File: src/rtl/uart_num_parser_pkg.sv
// Shared ASCII constants and parser state encodings for the UART number parser.
package uart_num_parser_pkg;

  localparam logic [7:0] ASCII_DIGIT_LO = 8'h30;
  localparam logic [7:0] ASCII_DIGIT_HI = 8'h39;
  localparam logic [7:0] ASCII_SPACE    = 8'h20;
  localparam logic [7:0] ASCII_CR       = 8'h0D;
  localparam logic [7:0] ASCII_LF       = 8'h0A;

  localparam logic [1:0] ST_IDLE_ENC = 2'd0;
  localparam logic [1:0] ST_NUM_ENC  = 2'd1;
  localparam logic [1:0] ST_SKIP_ENC = 2'd2;

  typedef enum logic [1:0] {
    S_IDLE = ST_IDLE_ENC,
    S_NUM  = ST_NUM_ENC,
    S_SKIP = ST_SKIP_ENC
  } state_t;

endpackage

File: src/rtl/uart_num_parser.sv
// Parses space/CR/LF delimited decimal tokens from a UART byte stream into
// unsigned numbers, saturating on value or digit-count overflow.
module uart_num_parser
  import uart_num_parser_pkg::*;
#(
  parameter int DATA_W     = 8,
  parameter int MAX_DIGITS = 3
) (
  input  logic              clk,
  input  logic              rst_n,
  input  logic              clr,
  input  logic              rx_valid,
  input  logic [7:0]        rx_data,
  output logic              num_valid,
  output logic [DATA_W-1:0] num_value,
  output logic              num_ovf,
  output logic              char_err,
  output logic              busy
);

  localparam int ACC_W = DATA_W + 4;
  localparam int CNT_W = (MAX_DIGITS < 1) ? 1 : $clog2(MAX_DIGITS + 1);
  localparam logic [ACC_W-1:0] ACC_MAX  = {4'b0000, {DATA_W{1'b1}}};
  localparam logic [CNT_W-1:0] CNT_MAX  = CNT_W'(MAX_DIGITS);
  localparam logic [CNT_W-1:0] CNT_ONE  = CNT_W'(1);

  state_t            state_r;
  logic [ACC_W-1:0]  acc_r;
  logic [CNT_W-1:0]  cnt_r;
  logic              ovf_r;
  logic              num_valid_r;
  logic [DATA_W-1:0] num_value_r;
  logic              num_ovf_r;
  logic              char_err_r;
  logic              busy_r;

  logic              is_digit_s;
  logic              is_delim_s;
  logic [ACC_W-1:0]  digit_s;
  logic [ACC_W-1:0]  acc_next_s;
  logic              acc_too_big_s;
  logic              digit_too_big_s;
  logic              cnt_full_s;

  // Byte classification and the next decimal accumulation step.
  always_comb begin
    is_digit_s      = (rx_data >= ASCII_DIGIT_LO) && (rx_data <= ASCII_DIGIT_HI);
    is_delim_s      = (rx_data == ASCII_SPACE) || (rx_data == ASCII_CR) ||
                      (rx_data == ASCII_LF);
    digit_s         = {{(ACC_W-4){1'b0}}, rx_data[3:0]};
    // acc stays below 2^DATA_W before this step, so x10+9 fits in ACC_W bits
    acc_next_s      = (acc_r << 3) + (acc_r << 1) + digit_s;
    acc_too_big_s   = (acc_next_s > ACC_MAX);
    digit_too_big_s = (digit_s > ACC_MAX);
    cnt_full_s      = (cnt_r >= CNT_MAX);
  end

  // Parser FSM with all outputs registered; clr outranks an incoming byte.
  always_ff @(posedge clk) begin
    if (!rst_n) begin
      state_r     <= S_IDLE;
      acc_r       <= {ACC_W{1'b0}};
      cnt_r       <= {CNT_W{1'b0}};
      ovf_r       <= 1'b0;
      num_valid_r <= 1'b0;
      num_value_r <= {DATA_W{1'b0}};
      num_ovf_r   <= 1'b0;
      char_err_r  <= 1'b0;
      busy_r      <= 1'b0;
    end else begin
      num_valid_r <= 1'b0;
      char_err_r  <= 1'b0;
      if (clr) begin
        state_r <= S_IDLE;
        acc_r   <= {ACC_W{1'b0}};
        cnt_r   <= {CNT_W{1'b0}};
        ovf_r   <= 1'b0;
        busy_r  <= 1'b0;
      end else if (rx_valid) begin
        case (state_r)
          S_IDLE: begin
            if (is_digit_s) begin
              acc_r   <= digit_s;
              cnt_r   <= CNT_ONE;
              ovf_r   <= digit_too_big_s;
              state_r <= S_NUM;
              busy_r  <= 1'b1;
            end else if (!is_delim_s) begin
              char_err_r <= 1'b1;
              state_r    <= S_SKIP;
              busy_r     <= 1'b0;
            end
          end
          S_NUM: begin
            if (is_digit_s) begin
              // once saturated, remaining digits are swallowed unchanged
              if (!ovf_r) begin
                if (cnt_full_s) begin
                  ovf_r <= 1'b1;
                end else begin
                  acc_r <= acc_next_s;
                  cnt_r <= cnt_r + CNT_ONE;
                  ovf_r <= acc_too_big_s;
                end
              end
            end else if (is_delim_s) begin
              num_valid_r <= 1'b1;
              num_value_r <= ovf_r ? {DATA_W{1'b1}} : acc_r[DATA_W-1:0];
              num_ovf_r   <= ovf_r;
              acc_r       <= {ACC_W{1'b0}};
              cnt_r       <= {CNT_W{1'b0}};
              ovf_r       <= 1'b0;
              state_r     <= S_IDLE;
              busy_r      <= 1'b0;
            end else begin
              char_err_r <= 1'b1;
              acc_r      <= {ACC_W{1'b0}};
              cnt_r      <= {CNT_W{1'b0}};
              ovf_r      <= 1'b0;
              state_r    <= S_SKIP;
              busy_r     <= 1'b0;
            end
          end
          S_SKIP: begin
            if (is_delim_s) begin
              state_r <= S_IDLE;
            end else if (!is_digit_s) begin
              char_err_r <= 1'b1;
            end
          end
          default: begin
            state_r <= S_IDLE;
            acc_r   <= {ACC_W{1'b0}};
            cnt_r   <= {CNT_W{1'b0}};
            ovf_r   <= 1'b0;
            busy_r  <= 1'b0;
          end
        endcase
      end
    end
  end

  assign num_valid = num_valid_r;
  assign num_value = num_value_r;
  assign num_ovf   = num_ovf_r;
  assign char_err  = char_err_r;
  assign busy      = busy_r;

endmodule

File: config.mk
export PLATFORM = sky130hd
export DESIGN_NAME = uart_num_parser
export DESIGN_NICKNAME = d
export VERILOG_FILES = /design/src/rtl/uart_num_parser_pkg.sv /design/src/rtl/uart_num_parser.sv
export SDC_FILE = /design/constraint.sdc
export NUM_CORES = 1
export LEC_CHECK = 0
export CORE_MARGIN = 2
export CORE_UTILIZATION = 35
export CTS_CLUSTER_SIZE = 14
export DETAILED_ROUTE_END_ITERATION = 10
export GPL_ROUTABILITY_DRIVEN = 0
export GPL_TIMING_DRIVEN = 0
export PLACE_DENSITY = 0.51
export REMOVE_ABC_BUFFERS = 1
export SKIP_LAST_GASP = 1
export SYNTH_ARGS = -nofsm -noshare
export SYNTH_HDL_FRONTEND = slang
export SYNTH_SLANG_ARGS = --single-unit
File: constraint.sdc
create_clock -name clk -period 3.9 [get_ports clk]
set_input_delay 0.39 -clock clk [delete_from_list [all_inputs] [get_ports clk]]
set_output_delay 0.39 -clock clk [all_outputs]
set_load 0.05 [all_outputs]
* Word level (Yosys, flattened, before mapping)
Cells that the tools add are included.
** Storage, ports and cells
- Register bits after elaboration :: 28
- Input port bits :: 12
- Word-level logic and storage cells :: 78
** Operators by class
- Add/subtract/negate cells :: 3
- Order comparisons :: 4
- Eq/ne operators :: 11
- Mux-type cells :: 32
- Bitwise operators :: 6
- Reductions and logical operators :: 13
** Operator list (number)
- $mux W11 :: 4
- $pmux W11 S3 :: 1
- $mux W2 :: 9
- $eq A8 B4 Y1 const B :: 2
- $add A12 B12 Y12 :: 1
- $add A12 B4 Y12 :: 1
- $gt A12 B8 Y1 const B :: 1
- $mux W1 :: 12
- $pmux W2 S3 :: 2
- $reduce_and A5 Y1 :: 2
- $ne A3 B3 Y1 const B :: 3
- $eq A8 B6 Y1 const B :: 1
- $ge A8 B6 Y1 const B :: 1
- $le A8 B6 Y1 const B :: 1
- $mux W8 :: 1
- $reduce_and A4 Y1 :: 2
- $ne A2 B2 Y1 const B :: 3
- $not A1 Y1 :: 6
- $pmux W1 S3 :: 2
- $reduce_or A5 Y1 :: 1
- $reduce_or A2 Y1 :: 2
- $reduce_and A3 Y1 :: 1
- $reduce_or A3 Y1 :: 1
- $add A2 B1 Y2 const B :: 1
- 7 further kinds :: 8

* Logic depth before layout (Yosys ltp)
- Depth in word-level cells :: 7
- Mapped depth :: 10
- Depth with buffers taken out :: 10

* Worst setup path after synthesis
OpenSTA, ideal clock, no wires.
- Path kind :: input port to flip-flop
- Start :: input rx_data[3]
- End :: register ovf_r
- Setup time :: 0.122 ns
- Data arrival time :: 2.395 ns
- Required time :: 3.778 ns
- Setup slack :: 1.384 ns
- Stages :: 9
- Path buffers :: 0
- Cells stage by stage :: inv_1 > fa_1 > inv_1 > ha_1 > a21oi_1 > o211ai_1 > o41ai_1 > xnor2_1 > o311a_1
** On the way
- Longest elaborated chain between the ends :: 6
- Elaborated cells on any way between the ends :: 11
** Ends and longest elaborated chain
- start: declaration :: line uart_num_parser.sv:13 : input logic [7:0] rx_data,
- $add A12 B4 Y12 :: line uart_num_parser.sv:52 : acc_next_s = (acc_r << 3) + (acc_r << 1) + digit_s;
- $gt A12 B8 Y1 :: line uart_num_parser.sv:53 : acc_too_big_s = (acc_next_s > ACC_MAX);
- $mux W1 :: line uart_num_parser.sv:98 : if (cnt_full_s) begin
- $mux W1 :: line uart_num_parser.sv:97 : if (!ovf_r) begin
- $mux W1 :: line uart_num_parser.sv:95 : if (is_digit_s) begin
- $pmux W1 S3 :: line uart_num_parser.sv:80 : case (state_r)
- end signal: assignment :: line uart_num_parser.sv:85 : ovf_r <= digit_too_big_s;
- end signal: assignment :: line uart_num_parser.sv:103 : ovf_r <= acc_too_big_s;
- end: declaration :: line uart_num_parser.sv:30 : logic ovf_r;
Parallel ways exist; a longest one is shown, timed or not.
A chain may end at the register's enable or synchronous reset.

* Final worst setup path
Same ends and word-level chain as after synthesis.

==> impl_metrics.csv <==
group,metric,value,unit
status,outcome,"completed",
logic_synthesis,yosys_most_used_dff,"dfxtp_1",
final_layout,fill_cells,524,
clock_tree,cts-htree-levels,1,
placement,placed_area,2080,µm²
timing,min_period_over_period,79.3,%
pwr,p_total,0.000482,W
logic_synthesis,synth.cell_area,1810,µm²
route,wl_per_cell,12.9,µm
worst_setup_path,r2r_start,"acc_r[0]$_SDFFE_PP0P_",
route,viasPerCell,5.07,
placement,place.port_buffers,23,
floorplanning,coreArea,5040,µm²
worst_setup_path,cp_slowest_stage_delay,0.60,ns
logic_synthesis,syn_inst,213,
worst_setup_path,r2r-end,"ovf_r$_SDFFE_PP0P_",
pwr,max-vdd-ir-drop,0.104,mV
route,ant_nets,0,
placement,hpwl,2960,µm
final_layout,layout-drive-gt1-share,3.48,%
worst_setup_path,critical_path_class,"input pin to flip-flop",
worst_setup_path,worstPathRequired,4.07,ns
clock_tree,clk_pin_slew,0.10,ns
worst_setup_path,path_max_fanout,5,
worst_setup_path,r2r_cells,9,
route,drc,0,
timing,clock-skew-final,0.00915,ns
clock_tree,cts-root-buf,"clkbuf_8",
final_layout,fin_util,42.2,%
clock_tree,cts-resized-gates,0,
global_route,grt_pass1_wl,6890,µm
route,num_vias,1521,
final_layout,areaGrowthSynthToFinish,17.2,%
clock_tree,numCtsBuffers,3,
timing,rsz0062_at_grt,"false",
timing,hold_violations,0,
worst_setup_path,crit_slowest_cell,"fa_1",
clock_tree,clockBufferDepth,2,
route,wl,3880,µm
timing,slew_headroom,40.8,%
global_route,grt_util_all_layers,14.2,%
global_route,antenna_found_initial,0,
timing,fmax,323,MHz
clock_tree,clock_sinks,28,
logic_synthesis,synth-seq-area-share,30.9,%
clock_tree,worstSkewPairLatency,0.27,ns
global_route,grt_pass1_vias,1436,
logic_synthesis,synth_edf_count,0,
worst_setup_path,worst-endpoint-arrival,3.26,ns
timing,setup_viol,0,
floorplanning,ios,24,
final_layout,finalInstanceArea,2130,µm²
global_route,grt_overflow,0,
route,dr.pass1.iters,4,
min_path,hp-start,"cnt_r[0]$_SDFFE_PP0P_",
worst_setup_path,regToRegSetupSlack,1.13,ns
floorplanning,dieArea,5780,µm²
timing,fin_crit,3.09,ns
clock_tree,holdBufCountCts,0,
floorplanning,die_y,76.0,µm
logic_synthesis,synth_seq_cells,28,
final_layout,nets,265,
pwr,p_leak,0.952,nW
logic_synthesis,synth.distinct_cells,49,
min_path,min_to,"cnt_r[0]$_SDFFE_PP0P_",
worst_setup_path,setup.worst_path.start_class,"input pin",
logic_synthesis,synthArstFlopShare,0,%
clock_tree,cts_tree,"done",
floorplanning,start_util,36.0,%
worst_setup_path,end_kind,"flip-flop",
logic_synthesis,ys_warn_count,0,
timing,worst_pin_slew,0.880,ns
global_route,grt_start_max_net_pins,19,
logic_synthesis,synth.avg_cell_area,8.52,µm²
final_layout,antennaDiodeCount,0,
floorplanning,rows,26,
flow_run,cap_violations,0,
clock_tree,cts_setup_buffers,0,
pwr,powerDensity,227,nW/µm²
timing,finalSetupTns,0,ns
worst_setup_path,path_cells,"clkdlybuf4s50_1 > inv_1 > fa_1 > inv_1 > ha_1 > a21oi_1 > o211ai_1 > o41ai_1 > xnor2_1 > o311a_1",
route,first_iter_violations,85,
worst_setup_path,crit_top_cell,"inv_1",
floorplanning,die_width,76.0,µm
timing,finalMaxSlewViolations,0,
min_path,min_path_cells,2,
min_path,worstHoldPathType,"flip-flop to flip-flop",
[critical path: cells and delay by family]
family,cells,cell delay [ns]
adder cells (fa/ha/maj),2,0.88
buffers and inverters,3,0.73
AO/OA/AOI/OAI,4,1.10
XOR/XNOR,1,0.18
[cell usage after synthesis, types with 3 or more instances]
cell	instances	share of area (%)
a21o_1	4	1.7
a21oi_1	10	2.8
a22oi_1	7	2.9
and2_1	4	1.4
clkbuf_1	4	0.83
dfxtp_1	28	31
ha_1	19	13
inv_1	11	2.3
nand2_1	22	4.6
nand3_1	6	1.7
nor2_1	24	5.0
nor2b_1	4	1.4
nor3_1	5	1.4
o211a_1	8	4.4
o21ai_0	3	0.83
or3_1	5	1.7
xnor2_1	5	2.4
[placed cells by master (no fill, tap or decap), drive strengths merged, types with 5 or more instances in the layout]
master and n:
xnor2 5, dfxtp 28, o21ai 6, clkdlybuf4s50 23
a21oi 10, nor2 25, nor3 5, or3 5
o211a 8, nand2 22, a22oi 7, ha 19
inv 11, nand3 6
[flip-flops by register name, indices dropped and copies added (netlist names)]
register and flops:
acc_r 11, num_value 8, cnt_r 2, state_r 2
busy 1, char_err 1, num_ovf 1, num_valid 1
ovf_r 1
[area by class of cell]
cell class              instances  area (µm²)  area share, %
multi-input cells             165        1160           54.8
flip-flops and latches         28         561           26.4
repair buffers                 23         230           10.8
well taps                      70        87.6           4.12
clock buffers                   3        41.3           1.94
inverters                      11        41.3           1.94
[logic make-up after synthesis]
family          synth area share (%)
simple gates                    22.6
mux                             1.10
buf+inv                         4.90
compound gates                  21.9
flops                           30.9
fa+ha+maj                       15.3
xor+xnor                        3.38
[metrics by stage]
step / worst slack, ns / cells / hold slack [ns]
2_1_floorplan: 1.38 / 204 / 0.450
3_3_place_gp: 0.474 / 297 / 0.473
3_5_place_dp: 0.479 / 297 / 0.480
4_1_cts: 0.764 / 300 / 0.495
5_1_grt: 0.556 / 300 / 0.537
6_report: 0.806 / 300 / 0.489
[routing by layer]
metal | vias up | global-route usage (%) | share of wire (%)
li1 | 798 | - | -
met1 | 699 | 21.4 | 54
met2 | 22 | 21.5 | 43
met3 | 2 | 1.18 | 2.3
met4 | 0 | 4.36 | 0.72
met5 | - | 0 | 0
[power by group]
group           total, W  internal (W)  switching [W]
combinational  0.0000372     0.0000179      0.0000193
clock           0.000156     0.0000693      0.0000864
sequential      0.000289      0.000287     0.00000204
total           0.000482      0.000374       0.000108
[worst max path at each step]
stage                from                 end  cells after the start
2_1_floorplan  rx_data[3]  ovf_r$_SDFFE_PP0P_                      9
3_3_place_gp   rx_data[3]  ovf_r$_SDFFE_PP0P_                     11
3_5_place_dp   rx_data[3]  ovf_r$_SDFFE_PP0P_                     10
4_1_cts        rx_data[3]  ovf_r$_SDFFE_PP0P_                     10
5_1_grt        rx_data[3]  ovf_r$_SDFFE_PP0P_                     11
6_report       rx_data[3]  ovf_r$_SDFFE_PP0P_                     10
No activity file was read; power rests on OpenSTA's default activity.
